`src/rtl/idma_2d_splitter_if.sv`:
```
// Handshake bundle between a 2D job source, the splitter, the 1D legalizer and the backend.
// The splitter connects through the slave modport; whoever drives jobs uses master.
interface idma_2d_splitter_if #(
  parameter int AddrWidth = 32,
  parameter int LenWidth  = 32,
  parameter int RepWidth  = 16,
  parameter int OptWidth  = 64
);
  logic [LenWidth-1:0]  nd_length_i;
  logic [AddrWidth-1:0] nd_src_addr_i;
  logic [AddrWidth-1:0] nd_dst_addr_i;
  logic [AddrWidth-1:0] nd_src_stride_i;
  logic [AddrWidth-1:0] nd_dst_stride_i;
  logic [RepWidth-1:0]  nd_reps_i;
  logic [OptWidth-1:0]  nd_opt_i;
  logic                 nd_valid_i;
  logic                 nd_ready_o;

  logic [LenWidth-1:0]  burst_length_o;
  logic [AddrWidth-1:0] burst_src_addr_o;
  logic [AddrWidth-1:0] burst_dst_addr_o;
  logic [OptWidth-1:0]  burst_opt_o;
  logic                 burst_last_o;
  logic                 burst_valid_o;
  logic                 burst_ready_i;

  logic                 bk_rsp_valid_i;
  logic                 bk_rsp_last_i;

  logic                 nd_rsp_valid_o;
  logic                 nd_rsp_ready_i;

  logic                 kill_i;
  logic                 busy_o;

  modport slave (
    input  nd_length_i, nd_src_addr_i, nd_dst_addr_i, nd_src_stride_i, nd_dst_stride_i,
    input  nd_reps_i, nd_opt_i, nd_valid_i,
    output nd_ready_o,
    output burst_length_o, burst_src_addr_o, burst_dst_addr_o, burst_opt_o,
    output burst_last_o, burst_valid_o,
    input  burst_ready_i,
    input  bk_rsp_valid_i, bk_rsp_last_i,
    output nd_rsp_valid_o,
    input  nd_rsp_ready_i,
    input  kill_i,
    output busy_o
  );

  modport master (
    output nd_length_i, nd_src_addr_i, nd_dst_addr_i, nd_src_stride_i, nd_dst_stride_i,
    output nd_reps_i, nd_opt_i, nd_valid_i,
    input  nd_ready_o,
    input  burst_length_o, burst_src_addr_o, burst_dst_addr_o, burst_opt_o,
    input  burst_last_o, burst_valid_o,
    output burst_ready_i,
    output bk_rsp_valid_i, bk_rsp_last_i,
    input  nd_rsp_valid_o,
    output nd_rsp_ready_i,
    output kill_i,
    input  busy_o
  );
endinterface

```
`src/rtl/idma_2d_splitter.sv`:
```
// Splits a strided 2D copy job into one 1D burst per row and tracks job completions
// so that each accepted job produces exactly one 2D response (killed jobs produce none).
module idma_2d_splitter #(
  parameter int AddrWidth = 32,
  parameter int LenWidth  = 32,
  parameter int RepWidth  = 16,
  parameter int OptWidth  = 64,
  parameter int MaxJobs   = 4
) (
  input logic               clk_i,
  input logic               rst_i,
  idma_2d_splitter_if.slave bus
);

  localparam int CntWidth = $clog2(MaxJobs + 1);
  localparam logic [CntWidth-1:0] MaxCnt = CntWidth'(MaxJobs);

  typedef enum logic {IDLE, EMIT} state_t;

  state_t               state;
  logic [LenWidth-1:0]  length;
  logic [AddrWidth-1:0] src_addr;
  logic [AddrWidth-1:0] dst_addr;
  logic [AddrWidth-1:0] src_stride;
  logic [AddrWidth-1:0] dst_stride;
  logic [OptWidth-1:0]  opt;
  logic [RepWidth-1:0]  rows_left;
  logic [CntWidth-1:0]  outstanding;
  logic [CntWidth-1:0]  done;
  logic [CntWidth-1:0]  outstanding_next;
  logic [CntWidth-1:0]  done_next;

  logic nd_hs;
  logic burst_hs;
  logic rsp_hs;
  logic kill_emit;
  logic zero_len_acc;
  logic bk_done;

  assign bus.nd_ready_o = !rst_i && (state == IDLE) && (outstanding < MaxCnt) && !bus.kill_i;
  assign nd_hs          = bus.nd_valid_i & bus.nd_ready_o;
  assign zero_len_acc   = nd_hs & (bus.nd_length_i == '0);
  assign burst_hs       = bus.burst_valid_o & bus.burst_ready_i;
  assign kill_emit      = (state == EMIT) & bus.kill_i;
  assign bk_done        = bus.bk_rsp_valid_i & bus.bk_rsp_last_i;
  assign rsp_hs         = bus.nd_rsp_valid_o & bus.nd_rsp_ready_i;

  // A zero-length job completes at acceptance, so it feeds the done counter directly;
  // a killed job never reaches its last row and is retired from outstanding here instead.
  assign done_next        = done + CntWidth'(bk_done) + CntWidth'(zero_len_acc) - CntWidth'(rsp_hs);
  assign outstanding_next = outstanding + CntWidth'(nd_hs) - CntWidth'(rsp_hs) - CntWidth'(kill_emit);

  assign bus.burst_valid_o    = (state == EMIT) & !bus.kill_i;
  assign bus.burst_last_o     = (state == EMIT) & (rows_left == RepWidth'(1));
  assign bus.burst_length_o   = length;
  assign bus.burst_src_addr_o = src_addr;
  assign bus.burst_dst_addr_o = dst_addr;
  assign bus.burst_opt_o      = opt;
  assign bus.nd_rsp_valid_o   = (done != '0);
  assign bus.busy_o           = (state != IDLE) | (outstanding != '0);

  always_ff @(posedge clk_i or posedge rst_i) begin
    if (rst_i) begin
      state       <= IDLE;
      length      <= '0;
      src_addr    <= '0;
      dst_addr    <= '0;
      src_stride  <= '0;
      dst_stride  <= '0;
      opt         <= '0;
      rows_left   <= '0;
      outstanding <= '0;
      done        <= '0;
    end else begin
      outstanding <= outstanding_next;
      done        <= done_next;
      case (state)
        IDLE: begin
          if (nd_hs) begin
            length     <= bus.nd_length_i;
            src_addr   <= bus.nd_src_addr_i;
            dst_addr   <= bus.nd_dst_addr_i;
            src_stride <= bus.nd_src_stride_i;
            dst_stride <= bus.nd_dst_stride_i;
            opt        <= bus.nd_opt_i;
            rows_left  <= (bus.nd_reps_i == '0) ? RepWidth'(1) : bus.nd_reps_i;
            if (bus.nd_length_i != '0) begin
              state <= EMIT;
            end
          end
        end
        EMIT: begin
          if (kill_emit) begin
            state     <= IDLE;
            rows_left <= '0;
          end else if (burst_hs) begin
            src_addr  <= src_addr + src_stride;
            dst_addr  <= dst_addr + dst_stride;
            rows_left <= rows_left - RepWidth'(1);
            if (rows_left == RepWidth'(1)) begin
              state <= IDLE;
            end
          end
        end
      endcase
    end
  end

endmodule

```
`src/flat_wrapper.sv`:
```
// flat-port wrapper written by rule: the top's interface ports become plain ports
module idma_2d_splitter_flat 
#(
  parameter int AddrWidth = 32,
  parameter int LenWidth  = 32,
  parameter int RepWidth  = 16,
  parameter int OptWidth  = 64,
  parameter int MaxJobs   = 4
)
  (clk_i, rst_i, bus_nd_length_i, bus_nd_src_addr_i, bus_nd_dst_addr_i, bus_nd_src_stride_i, bus_nd_dst_stride_i, bus_nd_reps_i, bus_nd_opt_i, bus_nd_valid_i, bus_nd_ready_o, bus_burst_length_o, bus_burst_src_addr_o, bus_burst_dst_addr_o, bus_burst_opt_o, bus_burst_last_o, bus_burst_valid_o, bus_burst_ready_i, bus_bk_rsp_valid_i, bus_bk_rsp_last_i, bus_nd_rsp_valid_o, bus_nd_rsp_ready_i, bus_kill_i, bus_busy_o);
  idma_2d_splitter_if #(.AddrWidth(AddrWidth), .LenWidth(LenWidth), .RepWidth(RepWidth), .OptWidth(OptWidth)) bus_i ();
  input logic clk_i;
  input logic rst_i;
  input wire logic [$bits(bus_i.nd_length_i)-1:0] bus_nd_length_i;
  input wire logic [$bits(bus_i.nd_src_addr_i)-1:0] bus_nd_src_addr_i;
  input wire logic [$bits(bus_i.nd_dst_addr_i)-1:0] bus_nd_dst_addr_i;
  input wire logic [$bits(bus_i.nd_src_stride_i)-1:0] bus_nd_src_stride_i;
  input wire logic [$bits(bus_i.nd_dst_stride_i)-1:0] bus_nd_dst_stride_i;
  input wire logic [$bits(bus_i.nd_reps_i)-1:0] bus_nd_reps_i;
  input wire logic [$bits(bus_i.nd_opt_i)-1:0] bus_nd_opt_i;
  input wire logic [$bits(bus_i.nd_valid_i)-1:0] bus_nd_valid_i;
  output wire logic [$bits(bus_i.nd_ready_o)-1:0] bus_nd_ready_o;
  output wire logic [$bits(bus_i.burst_length_o)-1:0] bus_burst_length_o;
  output wire logic [$bits(bus_i.burst_src_addr_o)-1:0] bus_burst_src_addr_o;
  output wire logic [$bits(bus_i.burst_dst_addr_o)-1:0] bus_burst_dst_addr_o;
  output wire logic [$bits(bus_i.burst_opt_o)-1:0] bus_burst_opt_o;
  output wire logic [$bits(bus_i.burst_last_o)-1:0] bus_burst_last_o;
  output wire logic [$bits(bus_i.burst_valid_o)-1:0] bus_burst_valid_o;
  input wire logic [$bits(bus_i.burst_ready_i)-1:0] bus_burst_ready_i;
  input wire logic [$bits(bus_i.bk_rsp_valid_i)-1:0] bus_bk_rsp_valid_i;
  input wire logic [$bits(bus_i.bk_rsp_last_i)-1:0] bus_bk_rsp_last_i;
  output wire logic [$bits(bus_i.nd_rsp_valid_o)-1:0] bus_nd_rsp_valid_o;
  input wire logic [$bits(bus_i.nd_rsp_ready_i)-1:0] bus_nd_rsp_ready_i;
  input wire logic [$bits(bus_i.kill_i)-1:0] bus_kill_i;
  output wire logic [$bits(bus_i.busy_o)-1:0] bus_busy_o;
  assign bus_i.nd_length_i = bus_nd_length_i;
  assign bus_i.nd_src_addr_i = bus_nd_src_addr_i;
  assign bus_i.nd_dst_addr_i = bus_nd_dst_addr_i;
  assign bus_i.nd_src_stride_i = bus_nd_src_stride_i;
  assign bus_i.nd_dst_stride_i = bus_nd_dst_stride_i;
  assign bus_i.nd_reps_i = bus_nd_reps_i;
  assign bus_i.nd_opt_i = bus_nd_opt_i;
  assign bus_i.nd_valid_i = bus_nd_valid_i;
  assign bus_nd_ready_o = bus_i.nd_ready_o;
  assign bus_burst_length_o = bus_i.burst_length_o;
  assign bus_burst_src_addr_o = bus_i.burst_src_addr_o;
  assign bus_burst_dst_addr_o = bus_i.burst_dst_addr_o;
  assign bus_burst_opt_o = bus_i.burst_opt_o;
  assign bus_burst_last_o = bus_i.burst_last_o;
  assign bus_burst_valid_o = bus_i.burst_valid_o;
  assign bus_i.burst_ready_i = bus_burst_ready_i;
  assign bus_i.bk_rsp_valid_i = bus_bk_rsp_valid_i;
  assign bus_i.bk_rsp_last_i = bus_bk_rsp_last_i;
  assign bus_nd_rsp_valid_o = bus_i.nd_rsp_valid_o;
  assign bus_i.nd_rsp_ready_i = bus_nd_rsp_ready_i;
  assign bus_i.kill_i = bus_kill_i;
  assign bus_busy_o = bus_i.busy_o;
  idma_2d_splitter #(.AddrWidth(AddrWidth), .LenWidth(LenWidth), .RepWidth(RepWidth), .OptWidth(OptWidth), .MaxJobs(MaxJobs)) u_core (.clk_i(clk_i), .rst_i(rst_i), .bus(bus_i));
endmodule
```
`config.mk`:
```
export PLATFORM = sky130hd
export DESIGN_NAME = idma_2d_splitter_flat
export DESIGN_NICKNAME = d
export VERILOG_FILES = /design/src/rtl/idma_2d_splitter_if.sv /design/src/rtl/idma_2d_splitter.sv /design/src/flat_wrapper.sv
export SDC_FILE = /design/constraint.sdc
export NUM_CORES = 1
export LEC_CHECK = 0
export CAP_MARGIN = 5
export CORE_UTILIZATION = 48
export DETAILED_ROUTE_END_ITERATION = 10
export PLACE_DENSITY_LB_ADDON = 0.08
export SYNTH_ARGS = -nofsm -noshare
export SYNTH_HDL_FRONTEND = slang
export SYNTH_SLANG_ARGS = --single-unit
```
`constraint.sdc`:
```
create_clock -name clk_i -period 10.77 [get_ports clk_i]
set_input_delay 2.154 -clock clk_i [delete_from_list [all_inputs] [get_ports clk_i]]
set_output_delay 2.154 -clock clk_i [all_outputs]
set_load 0.01 [all_outputs]
```
Yosys cells after proc, flatten, opt, wreduce, memory -nomap -nowiden
Index checks and enable logic that the tools add are counted.

Add/sub/neg operators: 9. Magnitude comparators: 1. Equal/unequal tests: 5. Mux-type cells: 19. Bitwise logic cells: 10. Reductions and logical operators: 13.

Operator list (count): $mux W32 (6); $pmux W32 S2 (2); $add A32 B32 Y32 (2); $mux W16 (4); $logic_not A32 Y1 (1); $pmux W16 S2 (1); $reduce_bool A32 Y1 (1); $eq A16 B1 Y1 const B (1); $logic_not A16 Y1 (1); $sub A16 B1 Y16 const B (1); $add A3 B1 Y3 (3); $sub A3 B1 Y3 (3); $and A1 B1 Y1 (8); $reduce_bool A3 Y1 (2); $mux W1 (5); $ne A2 B2 Y1 const B (2); $reduce_and A2 Y1 (2); $logic_and A1 B1 Y1 (3); $lt A3 B3 Y1 const B (1); $ne A3 B3 Y1 const B (1); $reduce_and A3 Y1 (1); $logic_not A1 Y1 (2); $ne A2 B1 Y1 const B (1); $pmux W1 S2 (1); other kinds (2) (2).

Register bits: 247.

Depth between registers and ports, before layout
Depth after elaboration: 8. Depth in mapped cells: 13. Mapped depth without buffers: 11.

Worst setup path before layout
Ideal clock, no wire load.

Path type: input-to-reg. From: input bus_kill_i. To: register u_core.done[2]. Data arrival time: 5.125 ns. Required time: 10.690 ns. Path slack: 5.565 ns. Cell stages on the path: 12. Cell sequence: nor4_1 and2_1 clkbuf_1 clkbuf_1 clkbuf_1 nand2_1 ha_1 inv_1 fa_1 fa_1 xnor2_1 xnor2_1.

Cells in the longest elaborated chain, start to end: 6.

Ends and longest elaborated chain: from (decl) (RTL line flat_wrapper.sv:34) `input wire logic [$bits(bus_i.kill_i)-1:0] bus_kill_i;`; $logic_not A1 Y1 (RTL line idma_2d_splitter.sv:40) `assign bus.nd_ready_o = !rst_i && (state == IDLE) && (outstanding < MaxCnt) && !bus.kill_i;`; $logic_and A1 B1 Y1 (RTL line idma_2d_splitter.sv:40); $and A1 B1 Y1 (RTL line idma_2d_splitter.sv:41) `assign nd_hs = bus.nd_valid_i & bus.nd_ready_o;`; $and A1 B1 Y1 (RTL line idma_2d_splitter.sv:42) `assign zero_len_acc = nd_hs & (bus.nd_length_i == '0);`; $add A3 B1 Y3 (RTL line idma_2d_splitter.sv:50) `assign done_next = done + CntWidth'(bk_done) + CntWidth'(zero_len_acc) - CntWidth'(rsp_hs);`; $sub A3 B1 Y3 (RTL line idma_2d_splitter.sv:50); via u_core.done_next[2] (RTL line idma_2d_splitter.sv:31) `logic [CntWidth-1:0] done_next;`; to (signal assigned) (RTL line idma_2d_splitter.sv:76) `done <= done_next;`; to (decl) (RTL line idma_2d_splitter.sv:29) `logic [CntWidth-1:0] done;`.

The timed path passes the listed nets, and every way through them passes these cells. A chain may end at the register's enable or synchronous reset.

Final worst setup path
From: input bus_kill_i. To: output bus_burst_valid_o.

Cells in the longest elaborated chain, start to end: 2.

Ends and longest elaborated chain: $logic_not A1 Y1 (RTL line idma_2d_splitter.sv:53) `assign bus.burst_valid_o = (state == EMIT) & !bus.kill_i;`; $and A1 B1 Y1 (RTL line idma_2d_splitter.sv:53); to (decl) (RTL line flat_wrapper.sv:28) `output wire logic [$bits(bus_i.burst_valid_o)-1:0] bus_burst_valid_o;`.

Every way passes these cells.

==> results.yml <==
setup_path:
  r2r_setup_slack_ns: 6.78
  cp_slowest_stage_delay_ns: 0.65
  crit_top_cell: "clkdlybuf4s50_1"
  critPathMaxFanout: 21
  cpLargestDelayFamily: "buffers and inverters"
  criticalPathCategory: "in -> out"
  worstReg2RegEnd: "u_core.outstanding[2]$_DFF_PP0_"
  timing.rr.start: "u_core.state$_DFF_PP0_"
  path_cells: "clkdlybuf4s50_1, nand2b_1, clkinv_1, clkdlybuf4s50_1"
  worst_r2r_path_depth: 10
  cp.arrival_ns: 4.50
  cp.required_ns: 8.62
  crit_path_start_kind: "input port"
  crit_buf_inv: 3
  end_kind: "output pin"
  cp_slowest_cell: "nand2b_1"
synthesis:
  synth_cells: 1603
  yosysTopAreaCell: "dfrtp_1"
  ys_seq_area_share_pct: 45.90
  ys_seq_elements: 247
  synth_area_sq_um: 13470
  async_flop_share_pct: 100.0
  synth_edf_count: 0
  synth_common_cells: "559 x nand2_1, 247 x dfrtp_1, 111 x a21oi_1, 96 x o21ai_0, 78 x clkbuf_1"
  ys_warn_count: 0
  yosysUniqueCellTypes: 61
  syn_nets: 1924
  synth.top_cell.area_share_pct: 45.90
  yosysMostFrequentCell: "nand2_1"
  synth.avg_cell_area_sq_um: 8.400
  synth_ff_type: "dfrtp_1"
  synth.top_cells.by_area: "dfrtp_1 46%, nand2_1 16%, ha_1 6.3%"
status:
  outcome: "finished clean"
die:
  dieArea_sq_um: 28730
  initial_core_util_pct: 49.41
  pin_count: 413
  die-width_um: 169.5
  fp.dieH_um: 169.5
  rows: 60
  coreArea_sq_um: 27250
power_and_ir_drop:
  peakVddDrop_mv: 0.1743
  power_density_nw_per_um2: 322.0
  total_power_uw: 6054
  pwr-share-seq_pct: 28.9
  internal_power_uw: 3559
  switching_share_pct: 41.22
  p_leak_uw: 0.008765
  p_comb_share_pct: 54.9
  p_switching_uw: 2495
  pwr-share-clk_pct: 16.1
sta:
  fin_crit_sh_pct: 61.77
  period_minus_slack_ns: 6.653
  slew_headroom_pct: 29.54
  clock.fmax_ghz: 0.1503
  worst_slack_ns: 4.117
  finalHoldViolCount: 0
  slew_viol_final: 0
  setup_violations: 0
  tightest_slew_ns: 1.057
  rsz0062_at_grt: "no"
  tns_ns: 0
  finalClockSkew_ns: 0.02015
placement:
  dp.cells: 2312
  gp_congestion: 0.9285
  dpl.hpwl_mm: 29.60
  port_buffers: 412
  post-place-ws_ns: 4.153
cts:
  post_cts_buffers: 0
  cts_tree: "yes"
  cts.hold.buffers_added: 0
  cts_resized: 0
  root_buffer: "clkbuf_16"
  insertion_delay_ns: 0.57
  htree_levels: 1
  cts_sinks: 247
  clk_pin_slew_worst_paths_ns: 0.06
  cts_buffer_depth: 3
  cts_buffers: 28
grt:
  grt_pass1_vias: 12770
  grt_util_met3_pct: 6.670
  grt_overflow_total: 0
  grtUsageMet1_pct: 35.61
  grt_pass1_wl_mm: 66.23
  grt_start_max_net_pins: 106
  met2_usage_pct: 48.52
  track_usage_pct: 29.11
  grt_busiest_layer: "met2"
  antenna_found_initial: 10
layout:
  multi_input_area_sq_um: 6879
  drive_gt1_share_pct: 3.665
  fillers: 2187
  regArea_sq_um: 6182
  area_growth_syn_to_layout_pct: 39.62
  final_cells: 2374
  nets: 2291
route:
  final_antenna_net_count: 0
  routed_wl_mm: 41.68
  routed_via_density: 5.364
  route.detailed.drc: 0
  vias: 12730
  drtIter0Drc: 853
  drt-pass1-iter-count: 5
  wire_per_inst_um: 17.56
run:
  cap_violations: 0
worst_hold_path:
  hp-start: "u_core.bus.burst_length_o[28]$_DFFE_PP0P_"
  hold_path_class: "reg -> reg"
  min_to: "u_core.bus.burst_length_o[28]$_DFFE_PP0P_"
  hold_depth: 2
worst register-to-register path: cells and delay by family (launching register included):
family,cells,cell delay [ns]
simple gates,2,1.22
fa+ha+maj,3,1.08
buf+inv,3,0.88
flops,1,0.43
xor+xnor,2,0.30
cell families (layout without fill, tap and decap cells):
family	count (synthesis)	after routing	synth area share, %
simple gates	755	755	23.03
compound gates	334	334	15.21
fa+ha+maj	73	73	7.062
xor+xnor	58	58	3.772
mux	26	26	1.933
other cells	0	10	0
flops	247	247	45.90
buf+inv	110	499	3.085
metal layers:
layer,share of wire (%),wire (um)
met2,48,19880
met5,0,0
met3,7.2,2995
met1,41,16920
met4,4.5,1887
how the worst max path moves through the flow:
stage,start,endpoint,slack (ns),depth (start not counted)
6_report,bus_kill_i,bus_burst_valid_o,4.12,4
3_3_place_gp,bus_kill_i,bus_burst_valid_o,4.19,4
3_5_place_dp,bus_kill_i,bus_burst_valid_o,4.15,4
4_1_cts,bus_kill_i,bus_burst_valid_o,4.13,4
5_1_grt,bus_kill_i,bus_burst_valid_o,3.96,4
2_1_floorplan,rst_i,u_core.bus.burst_dst_addr_o[0]$_DFFE_PP0P_,1.83,1
power groups by stage:
| stage | logic, uW | clock network, uW | registers (uW) |
|---|---|---|---|
| after global placement | 3240 | 0 | 1740 |
| after detailed placement | 3300 | 0 | 1750 |
| after floorplan | 1980 | 0 | 1810 |
| after CTS | 3320 | 991 | 1750 |
| final | 3330 | 978 | 1750 |
| after global routing | 3680 | 1030 | 1810 |
area by class of cell:
type,count,area share [%]
multi-input cells,1246,36.59
flip-flops and latches,247,32.88
repair buffers,421,22.29
clock buffers,43,4.506
well taps,372,2.476
inverters,26,0.5857
clock inverters,9,0.5324
diodes,10,0.1331
through the flow:
step / instance area [sq um] / hold slack, ns / utilization, %
2_1_floorplan: 13470 / 0.4497 / -
3_3_place_gp: 17830 / 0.4564 / 65.42
3_5_place_dp: 17830 / 0.4611 / 65.42
4_1_cts: 18780 / 0.4770 / 68.90
5_1_grt: 18800 / 0.4915 / 68.99
6_report: 18800 / 0.4719 / 68.99
layout by cell type (no fill, tap or decap), types with 7 or more instances in the layout:
cell type        synthesis  layout
or3_1                   13      13
xnor2_1                 41      41
clkdlybuf4s50_1          0     412
nor2_1                  75      74
clkbuf_8                 0       9
mux2i_1                 26      26
a21o_1                  29      29
nand3_1                 20      20
o21ai_0                 96      96
diode_2                  0      10
ha_1                    68      68
dfrtp_1                247     246
a211oi_1                11      11
a31oi_1                  8       8
nand4_1                 12      12
nand2_1                559     559
a22oi_1                  8       8
and2_1                   8       7
inv_1                   25      22
and3_1                  21      21
buf_4                    0       9
o21bai_1                 7       7
nor3_1                  14      14
xor2_1                  17      17
clkbuf_16                0      28
a21oi_1                111     111
nor4_1                  19      19
sequential cells by signal (all words and copies together), names as in the netlist:
register / flops
u_core.bus.burst_dst_addr_o: 32
u_core.done: 3
u_core.bus.burst_length_o: 32
u_core.rows_left: 16
u_core.bus.burst_opt_o: 64
u_core.state: 1
u_core.outstanding: 3
u_core.bus.burst_src_addr_o: 32
u_core.src_stride: 32
u_core.dst_stride: 32
Note: power is estimated with default switching activity, not from simulation.
